==> config.mk <==
export PLATFORM = sky130hd
export DESIGN_NAME = hangman_game_sequencer_flat
export DESIGN_NICKNAME = d
export VERILOG_FILES = /design/src/rtl/hangman_pkg.sv /design/src/rtl/hangman_game_sequencer_if.sv /design/src/rtl/hangman_edge_det.sv /design/src/rtl/hangman_game_sequencer.sv /design/src/flat_wrapper.sv
export SDC_FILE = /design/constraint.sdc
export NUM_CORES = 1
export LEC_CHECK = 0
export ABC_AREA = 1
export CAP_MARGIN = 10
export CORE_MARGIN = 2
export CORE_UTILIZATION = 53
export DETAILED_ROUTE_END_ITERATION = 8
export GPL_ROUTABILITY_DRIVEN = 1
export PLACE_DENSITY_LB_ADDON = 0.15
export REMOVE_ABC_BUFFERS = 1
export SYNTH_ARGS = -nofsm -noshare
export SYNTH_HDL_FRONTEND = slang
export SYNTH_HIERARCHICAL = 1
export SYNTH_SLANG_ARGS = --single-unit
export TNS_END_PERCENT = 50
==> constraint.sdc <==
create_clock -name clk -period 1.6 [get_ports clk]
set_input_delay 0.32 -clock clk [delete_from_list [all_inputs] [get_ports clk]]
set_output_delay 0.32 -clock clk [all_outputs]
set_load 0.02 [all_outputs]
==> src/rtl/hangman_pkg.sv <==
// hangman_pkg: shared encodings for the hangman game sequencer and its datapath.
package hangman_pkg;
  typedef enum logic [1:0] {GS_PLAY = 2'd0, GS_LOSE = 2'd1, GS_WIN = 2'd2, GS_IDLE = 2'd3} game_state_t;
  typedef enum logic [2:0] {S_IDLE, S_ARM, S_WAIT, S_CHECK, S_FB, S_LOSE, S_WIN} fsm_t;
  localparam logic [5:0] CODE_MIN  = 6'h0A;
  localparam logic [5:0] CODE_MAX  = 6'h23;
  localparam logic [5:0] CODE_DASH = 6'h00;
  function automatic logic legal_code(input logic [5:0] c);
    return (c >= CODE_MIN) && (c <= CODE_MAX);
  endfunction
endpackage

==> src/rtl/hangman_game_sequencer_if.sv <==
// hangman_game_sequencer_if: board/datapath signals of the game sequencer.
interface hangman_game_sequencer_if #(parameter int NUM_WORDS = 5);
  localparam int WSW = (NUM_WORDS > 1) ? $clog2(NUM_WORDS) : 1;
  logic           start;
  logic [5:0]     guess_code;
  logic           guess_commit;
  logic           dp_hit;
  logic           dp_complete;
  logic           dp_clear;
  logic           dp_strobe;
  logic [5:0]     dp_guess;
  logic [WSW-1:0] word_sel;
  logic [3:0]     wrong_count;
  logic           fb_hit;
  logic           fb_miss;
  logic           fb_reject;
  logic [1:0]     game_state;
  modport master (
    output start, guess_code, guess_commit, dp_hit, dp_complete,
    input  dp_clear, dp_strobe, dp_guess, word_sel, wrong_count, fb_hit, fb_miss, fb_reject, game_state
  );
  modport slave (
    input  start, guess_code, guess_commit, dp_hit, dp_complete,
    output dp_clear, dp_strobe, dp_guess, word_sel, wrong_count, fb_hit, fb_miss, fb_reject, game_state
  );
endinterface

==> src/rtl/hangman_edge_det.sv <==
// hangman_edge_det: rising-edge detector for a clk-synchronous level input.
module hangman_edge_det (
  input  logic clk,
  input  logic resetn,
  input  logic i_in,
  output logic o_rise
);
  logic r_q;
  always_ff @(posedge clk or negedge resetn)
    if (!resetn) r_q <= 1'b0;
    else r_q <= i_in;
  assign o_rise = i_in & ~r_q;
endmodule

==> src/rtl/hangman_game_sequencer.sv <==
// hangman_game_sequencer: word select, guess validation, miss counting and WIN/LOSE control.
// Optional GUESS_TIMEOUT_EN: an idle WAIT_GUESS lasting TIMEOUT_CYCLES counts as a miss.
module hangman_game_sequencer
  import hangman_pkg::*;
#(
  parameter int NUM_WORDS       = 5,
  parameter int MAX_WRONG       = 4,
  parameter int FEEDBACK_CYCLES = 12_500_000,
  parameter int TIMEOUT_CYCLES  = 500_000_000
) (
  input  logic clk,
  input  logic resetn,
  hangman_game_sequencer_if.slave bus
);
  localparam int WSW = (NUM_WORDS > 1) ? $clog2(NUM_WORDS) : 1;
  localparam int FBW = $clog2(FEEDBACK_CYCLES);

  if (MAX_WRONG < 1 || MAX_WRONG > 15 || FEEDBACK_CYCLES < 2 || TIMEOUT_CYCLES < 1) begin : g_bad_cfg
    $error("hangman_game_sequencer: parameter out of range");
  end

  logic            w_start_rise, w_commit_rise, w_timeout;
  fsm_t            r_state;
  game_state_t     r_gs;
  logic [WSW-1:0]  r_word_cnt, r_word_sel;
  logic [FBW-1:0]  r_fb_cnt;
  logic [63:0]     r_guessed;
  logic [5:0]      r_dp_guess;
  logic [3:0]      r_wrong;
  logic            r_clear, r_strobe, r_fb_hit, r_fb_miss, r_fb_reject;
  logic [3:0]      w_wrong_inc;

  hangman_edge_det u_start_ed  (.clk(clk), .resetn(resetn), .i_in(bus.start),        .o_rise(w_start_rise));
  hangman_edge_det u_commit_ed (.clk(clk), .resetn(resetn), .i_in(bus.guess_commit), .o_rise(w_commit_rise));

  assign w_wrong_inc = (r_wrong == 4'hF) ? 4'hF : r_wrong + 4'd1;

`ifdef GUESS_TIMEOUT_EN
  localparam int TOW = $clog2(TIMEOUT_CYCLES + 1);
  logic [TOW-1:0] r_to_cnt;
  // Anything other than an idle WAIT_GUESS cycle restarts the count.
  always_ff @(posedge clk or negedge resetn)
    if (!resetn) r_to_cnt <= '0;
    else r_to_cnt <= (r_state == S_WAIT && !w_commit_rise && !w_start_rise) ? r_to_cnt + 1'b1 : '0;
  assign w_timeout = (r_state == S_WAIT) && (r_to_cnt == TOW'(TIMEOUT_CYCLES - 1));
`else
  assign w_timeout = 1'b0;
`endif

  always_ff @(posedge clk or negedge resetn)
    if (!resetn) begin
      r_state     <= S_IDLE;
      r_gs        <= GS_IDLE;
      r_word_cnt  <= '0;
      r_word_sel  <= '0;
      r_fb_cnt    <= '0;
      r_guessed   <= '0;
      r_dp_guess  <= CODE_DASH;
      r_wrong     <= '0;
      r_clear     <= 1'b0;
      r_strobe    <= 1'b0;
      r_fb_hit    <= 1'b0;
      r_fb_miss   <= 1'b0;
      r_fb_reject <= 1'b0;
    end else begin
      r_word_cnt <= (r_word_cnt == WSW'(NUM_WORDS - 1)) ? '0 : r_word_cnt + 1'b1;
      r_clear    <= 1'b0;
      r_strobe   <= 1'b0;
      if (w_start_rise) begin
        r_state    <= S_ARM;
        r_gs       <= GS_PLAY;
        r_word_sel <= r_word_cnt;
        r_clear    <= 1'b1;
        r_wrong    <= '0;
        r_guessed  <= '0;
        {r_fb_hit, r_fb_miss, r_fb_reject} <= 3'b000;
      end else begin
        case (r_state)
          S_ARM: r_state <= S_WAIT;
          S_WAIT:
            if (w_commit_rise) begin
              if (!legal_code(bus.guess_code) || r_guessed[bus.guess_code]) begin
                r_state     <= S_FB;
                r_fb_reject <= 1'b1;
                r_fb_cnt    <= FBW'(FEEDBACK_CYCLES - 1);
              end else begin
                r_state                  <= S_CHECK;
                r_dp_guess               <= bus.guess_code;
                r_guessed[bus.guess_code] <= 1'b1;
                r_strobe                 <= 1'b1;
              end
            end else if (w_timeout) begin
              r_state   <= S_FB;
              r_fb_miss <= 1'b1;
              r_wrong   <= w_wrong_inc;
              r_fb_cnt  <= FBW'(FEEDBACK_CYCLES - 1);
            end
          S_CHECK: begin
            r_state   <= S_FB;
            r_fb_cnt  <= FBW'(FEEDBACK_CYCLES - 1);
            r_fb_hit  <= bus.dp_hit;
            r_fb_miss <= !bus.dp_hit;
            r_wrong   <= bus.dp_hit ? r_wrong : w_wrong_inc;
          end
          S_FB:
            if (r_fb_cnt == '0) begin
              {r_fb_hit, r_fb_miss, r_fb_reject} <= 3'b000;
              r_state <= (r_wrong == 4'(MAX_WRONG)) ? S_LOSE : bus.dp_complete ? S_WIN : S_WAIT;
              r_gs    <= (r_wrong == 4'(MAX_WRONG)) ? GS_LOSE : bus.dp_complete ? GS_WIN : GS_PLAY;
            end else r_fb_cnt <= r_fb_cnt - 1'b1;
          default: r_state <= r_state;
        endcase
      end
    end

  assign bus.dp_clear    = r_clear;
  assign bus.dp_strobe   = r_strobe;
  assign bus.dp_guess    = r_dp_guess;
  assign bus.word_sel    = r_word_sel;
  assign bus.wrong_count = r_wrong;
  assign bus.fb_hit      = r_fb_hit;
  assign bus.fb_miss     = r_fb_miss;
  assign bus.fb_reject   = r_fb_reject;
  assign bus.game_state  = r_gs;
endmodule

==> src/flat_wrapper.sv <==
// flat-port wrapper written by rule: the top's interface ports become plain ports
module hangman_game_sequencer_flat import hangman_pkg::*;
#(
  parameter int NUM_WORDS       = 5,
  parameter int MAX_WRONG       = 4,
  parameter int FEEDBACK_CYCLES = 12_500_000,
  parameter int TIMEOUT_CYCLES  = 500_000_000
)
  (clk, resetn, bus_start, bus_guess_code, bus_guess_commit, bus_dp_hit, bus_dp_complete, bus_dp_clear, bus_dp_strobe, bus_dp_guess, bus_word_sel, bus_wrong_count, bus_fb_hit, bus_fb_miss, bus_fb_reject, bus_game_state);
  hangman_game_sequencer_if #(.NUM_WORDS(NUM_WORDS)) bus_i ();
  input  logic clk;
  input  logic resetn;
  input wire logic [$bits(bus_i.start)-1:0] bus_start;
  input wire logic [$bits(bus_i.guess_code)-1:0] bus_guess_code;
  input wire logic [$bits(bus_i.guess_commit)-1:0] bus_guess_commit;
  input wire logic [$bits(bus_i.dp_hit)-1:0] bus_dp_hit;
  input wire logic [$bits(bus_i.dp_complete)-1:0] bus_dp_complete;
  output wire logic [$bits(bus_i.dp_clear)-1:0] bus_dp_clear;
  output wire logic [$bits(bus_i.dp_strobe)-1:0] bus_dp_strobe;
  output wire logic [$bits(bus_i.dp_guess)-1:0] bus_dp_guess;
  output wire logic [$bits(bus_i.word_sel)-1:0] bus_word_sel;
  output wire logic [$bits(bus_i.wrong_count)-1:0] bus_wrong_count;
  output wire logic [$bits(bus_i.fb_hit)-1:0] bus_fb_hit;
  output wire logic [$bits(bus_i.fb_miss)-1:0] bus_fb_miss;
  output wire logic [$bits(bus_i.fb_reject)-1:0] bus_fb_reject;
  output wire logic [$bits(bus_i.game_state)-1:0] bus_game_state;
  assign bus_i.start = bus_start;
  assign bus_i.guess_code = bus_guess_code;
  assign bus_i.guess_commit = bus_guess_commit;
  assign bus_i.dp_hit = bus_dp_hit;
  assign bus_i.dp_complete = bus_dp_complete;
  assign bus_dp_clear = bus_i.dp_clear;
  assign bus_dp_strobe = bus_i.dp_strobe;
  assign bus_dp_guess = bus_i.dp_guess;
  assign bus_word_sel = bus_i.word_sel;
  assign bus_wrong_count = bus_i.wrong_count;
  assign bus_fb_hit = bus_i.fb_hit;
  assign bus_fb_miss = bus_i.fb_miss;
  assign bus_fb_reject = bus_i.fb_reject;
  assign bus_game_state = bus_i.game_state;
  hangman_game_sequencer #(.NUM_WORDS(NUM_WORDS), .MAX_WRONG(MAX_WRONG), .FEEDBACK_CYCLES(FEEDBACK_CYCLES), .TIMEOUT_CYCLES(TIMEOUT_CYCLES)) u_core (.clk(clk), .resetn(resetn), .bus(bus_i));
endmodule
==> summary.md <==
| Metric | Value |
|---|---|
| Clock insertion delay at the later pin of the skew report | 0.37 ns |
| Max Clock Skew | 0.01035 ns |
| RSZ-0062 raised after global routing | yes |
| Iteration-0 DRC count of the detailed router | 378 |
| Library cell appearing most often on the critical path | nand2_1 |
| Global-route wire length before repair | 24,740 um |
| Max-capacitance violation count | 0 |
| Data arrival time of the critical path | 2.16 ns |
| Pwr Density | 1222 nW/um2 |
| Sequential fraction of the synthesis area | 45.65% |
| Number of clock sinks seen by CTS | 92 |
| Detailed-routing iteration count for the pre-antenna-repair pass | 6 |
| Highest Clock Rate | 526.8 MHz |
| Status | finished, violations left |
| Placed cells | 942 |
| IR Drop Worst-Case VDD | 932.0 uV |
| CTS buffer count | 9 |
| DRT antenna net count | 0 |
| Number of endpoints with negative hold slack in the final report | 0 |
| Root buf cell | clkbuf_8 |
| Bufs on Longest Clock Path | 2 |
| Die extent in x | 101.6 um |
| Final Instance Area | 7303 um2 |
| Final period demand of the worst path | 1.898 ns |
| Total power | 0.008923 W |
| Layout Area Growth over Synthesis | 44.66% |
| Reg2Reg Launch Point | u_core/r_guessed[28]$_DFFE_PN0P_ |
| Post-DP Area | 6220 um2 |
| Post-Syn Instances | 701 |
| Static leakage | 3.607 nW |
| Worst Setup Path Type | in2reg |
| Input/output buffers | 31 |
| Synth Flop Type | dfrtp_1 |
| Worst Tran Pin Value | 0.3283 ns |
| Clock-pin slew on the worst setup and hold paths | 0.10 ns |
| Number of cells on the worst reg-to-reg path | 13 |
| Max-slew violation count | 0 |
| Number of storage elements in the synthesis netlist | 92 |
| Overall fraction of global-route tracks in use | 30.42% |
| Period utilisation layout | 118.6% |
| Final setup fails | 65 |
| Site Rows | 35 |
| Level count of the clock H-tree | 3 |
| Number of top-level design ports | 32 |
| Maximum number of pins on one net before global-route repair | 45 |
| Leading cell types in the layout, fill and taps excluded | 225 x nand2_1, 111 x buf_4, 88 x dfrtp_1 |
| Antenna Diode Count | 0 |
| CP endpoint kind | register |
| Overflow left after global routing | 0 |
| Post-DP HPWL | 9117 um |
| Setup ws final | -0.2983 ns |
| Data required, critical path | 1.86 ns |
| Post-DR vias/cell | 5.450 |
| Count of synthesis-stage warnings from yosys | 6 |
| Yosys cell types | 38 |
| Wirelength, routed | 15,760 um |
| Weighted congestion reported at the end of routability-driven placement | 0.8993 |
| Antenna violations before repair | 0 |
| Proportion of layout cells with a drive suffix above 1 | 33.84% |
| Critical path's top delay family | simple AND/OR/NAND/NOR gates |
| Violated checks | negative setup slack |
| DR WL/cell | 15.98 um |
| Initial Util | 54.64% |
| Full die area | 10,320 um2 |
| Startpoint Class | primary input |
| Die height | 101.6 um |
| Critical path depth | 15 |
| Class of the worst hold path | in2async |
| FF-to-FF setup slack | -0.29 ns |
| Most common cell after layout, fill and taps aside | nand2_1 |
| CP Max Fanout | 20 |
| Routed vias | 5,374 |
| Critical Path Slowest Stage Cell | bufbuf_16 |
| Final design utilization | 79.04% |
| Per-instance average area after synthesis | 7.202 um2 |
| Number of enable flip-flop cells after synthesis | 0 |
| Residual DRC | 0 |
| Final instance count without filler cells | 986 |
| Critical path's largest stage delay | 0.32 ns |
| Share of synthesized registers carrying an async set or reset | 100.0% |
| Total standard cell area after synthesis | 5049 um2 |
| Vias in the first global route | 5,291 |
| Critical Path, Cell by Cell | clkdlybuf4s15_2 -> inv_2 -> buf_12 -> nand2_1 -> nand3_1 -> nand2_1 -> nand2_1 -> nand2_1 -> nand2_1 -> nand2_1 -> nor2_4 -> nand4_4 -> bufbuf_16 -> nand2_1 -> o21ai_1 |
| Sum of buffers and inverters on the critical path | 4 |
| Relative slew slack | 78.02% |
| CTS tree | built |
| Final #Nets | 870 |
| Endpoint of the worst-slack reg-to-reg timing path | u_core/bus.dp_guess[3]$_DFFE_PN0P_ |
| Setup slack at placement | -0.8360 ns |
| Standard cell core area | 9240 um2 |
[metal layers]
metal	GRT usage, %	wire (um)
met1	39.84	6372
met2	49.90	7842
met3	4.693	1098
met4	13.72	442
met5	0	0
[through the flow]
| step | setup TNS [ns] | hold WS, ns |
|---|---|---|
| global placement | -46.17 | 0.2435 |
| detailed placement | -48.35 | 0.2450 |
| finish | -15.65 | 0.3909 |
| CTS | -9.870 | 0.3972 |
| floorplan | -38.19 | 0.02441 |
| global route | -21.13 | 0.4278 |
[flip-flops by register name, indices dropped and copies added (netlist names)]
name / cells
u_core/bus.dp_clear: 1
u_core/bus.dp_guess: 6
u_core/bus.dp_strobe: 1
u_core/bus.fb_hit: 1
u_core/bus.fb_miss: 1
u_core/bus.fb_reject: 1
u_core/bus.game_state: 2
u_core/bus.word_sel: 3
u_core/bus.wrong_count: 4
u_core/r_fb_cnt: 24
u_core/r_guessed: 40
u_core/r_state: 3
u_core/r_word_cnt: 3
u_core/u_commit_ed/r_q: 1
u_core/u_start_ed/r_q: 1
[layout make-up]
type,count,area (um2)
Clock buffer,9,123.9
Multi-Input combinational cell,509,2789
Fill cell,571,1937
Clock inverter,7,66.31
Sequential cell,92,2307
Tap cell,129,161.4
Timing Repair Buffer,165,1572
Inverter,75,284.0
[worst reg2reg max path, stage by stage, from the launching register on]
cell	delay [ns]
dfrtp_1	0.40
inv_1	0.06
nand2_1	0.07
nand3_1	0.09
nand2_1	0.07
nand2_1	0.09
nand2_1	0.08
nand2_1	0.06
nand2_1	0.08
nor2_4	0.17
nand4_4	0.19
bufbuf_16	0.32
nand2_1	0.06
o21ai_1	0.05
[how the worst max path moves through the flow]
stage / startpoint / endpoint / slack, ns
2_1_floorplan: u_core/r_state[1]$_DFFE_PN0P_ / u_core/r_fb_cnt[21]$_DFFE_PN0P_ / -0.92
3_3_place_gp: bus_guess_code[0] / u_core/bus.dp_guess[5]$_DFFE_PN0P_ / -0.80
3_5_place_dp: bus_guess_code[0] / u_core/r_fb_cnt[10]$_DFFE_PN0P_ / -0.84
4_1_cts: u_core/r_fb_cnt[0]$_DFFE_PN0P_ / u_core/r_fb_cnt[1]$_DFFE_PN0P_ / -0.21
5_1_grt: u_core/r_guessed[32]$_DFFE_PN0P_ / u_core/bus.dp_guess[3]$_DFFE_PN0P_ / -0.38
6_report: bus_guess_code[0] / u_core/bus.dp_guess[3]$_DFFE_PN0P_ / -0.30
[power breakdown]
part           leakage [nW]  internal (W)  switching [W]
combinational          2.30       0.00193        0.00241
sequential             1.21       0.00271       0.000321
clock                0.0982      0.000607       0.000944
[kinds of logic (layout without fill, tap and decap cells)]
| logic type | after synthesis | after routing | synth area share, % |
|---|---|---|---|
| simple gates | 434 | 437 | 36.23 |
| buf+inv | 103 | 256 | 8.872 |
| flops | 92 | 92 | 45.65 |
| compound gates | 57 | 57 | 6.196 |
| xor+xnor | 9 | 9 | 1.561 |
| fa+ha+maj | 6 | 6 | 1.487 |
[cells in the mapped netlist, drive strengths merged, types with 2 or more instances]
cell type | n | share of area (%)
buf | 18 | 2.6
nand2 | 258 | 19
a21oi | 4 | 0.47
dfstp | 2 | 1.0
o211ai | 2 | 0.30
nor2 | 85 | 6.7
nand3 | 65 | 6.7
nand3b | 2 | 0.30
inv | 74 | 5.5
dfrtp | 90 | 45
ha | 6 | 1.5
xnor2 | 4 | 0.69
nor3b | 2 | 0.62
o22ai | 2 | 0.25
nor3 | 9 | 0.89
o21ai | 44 | 4.4
xor2 | 5 | 0.87
clkbuf | 10 | 0.74
or2 | 7 | 0.87
nand4 | 6 | 0.87
[what timing repair did]
item                                   in CTS  in global routing
setup endpoints to repair                  88                 71
hold buffers                                1                  0
gates cloned                                9                  2
pin swaps                                  22                 29
buffers inserted                           15                  2
gates resized for setup                   138                 44
endpoints found under the hold margin      21                  0
No activity file was read; power rests on OpenSTA's default activity.
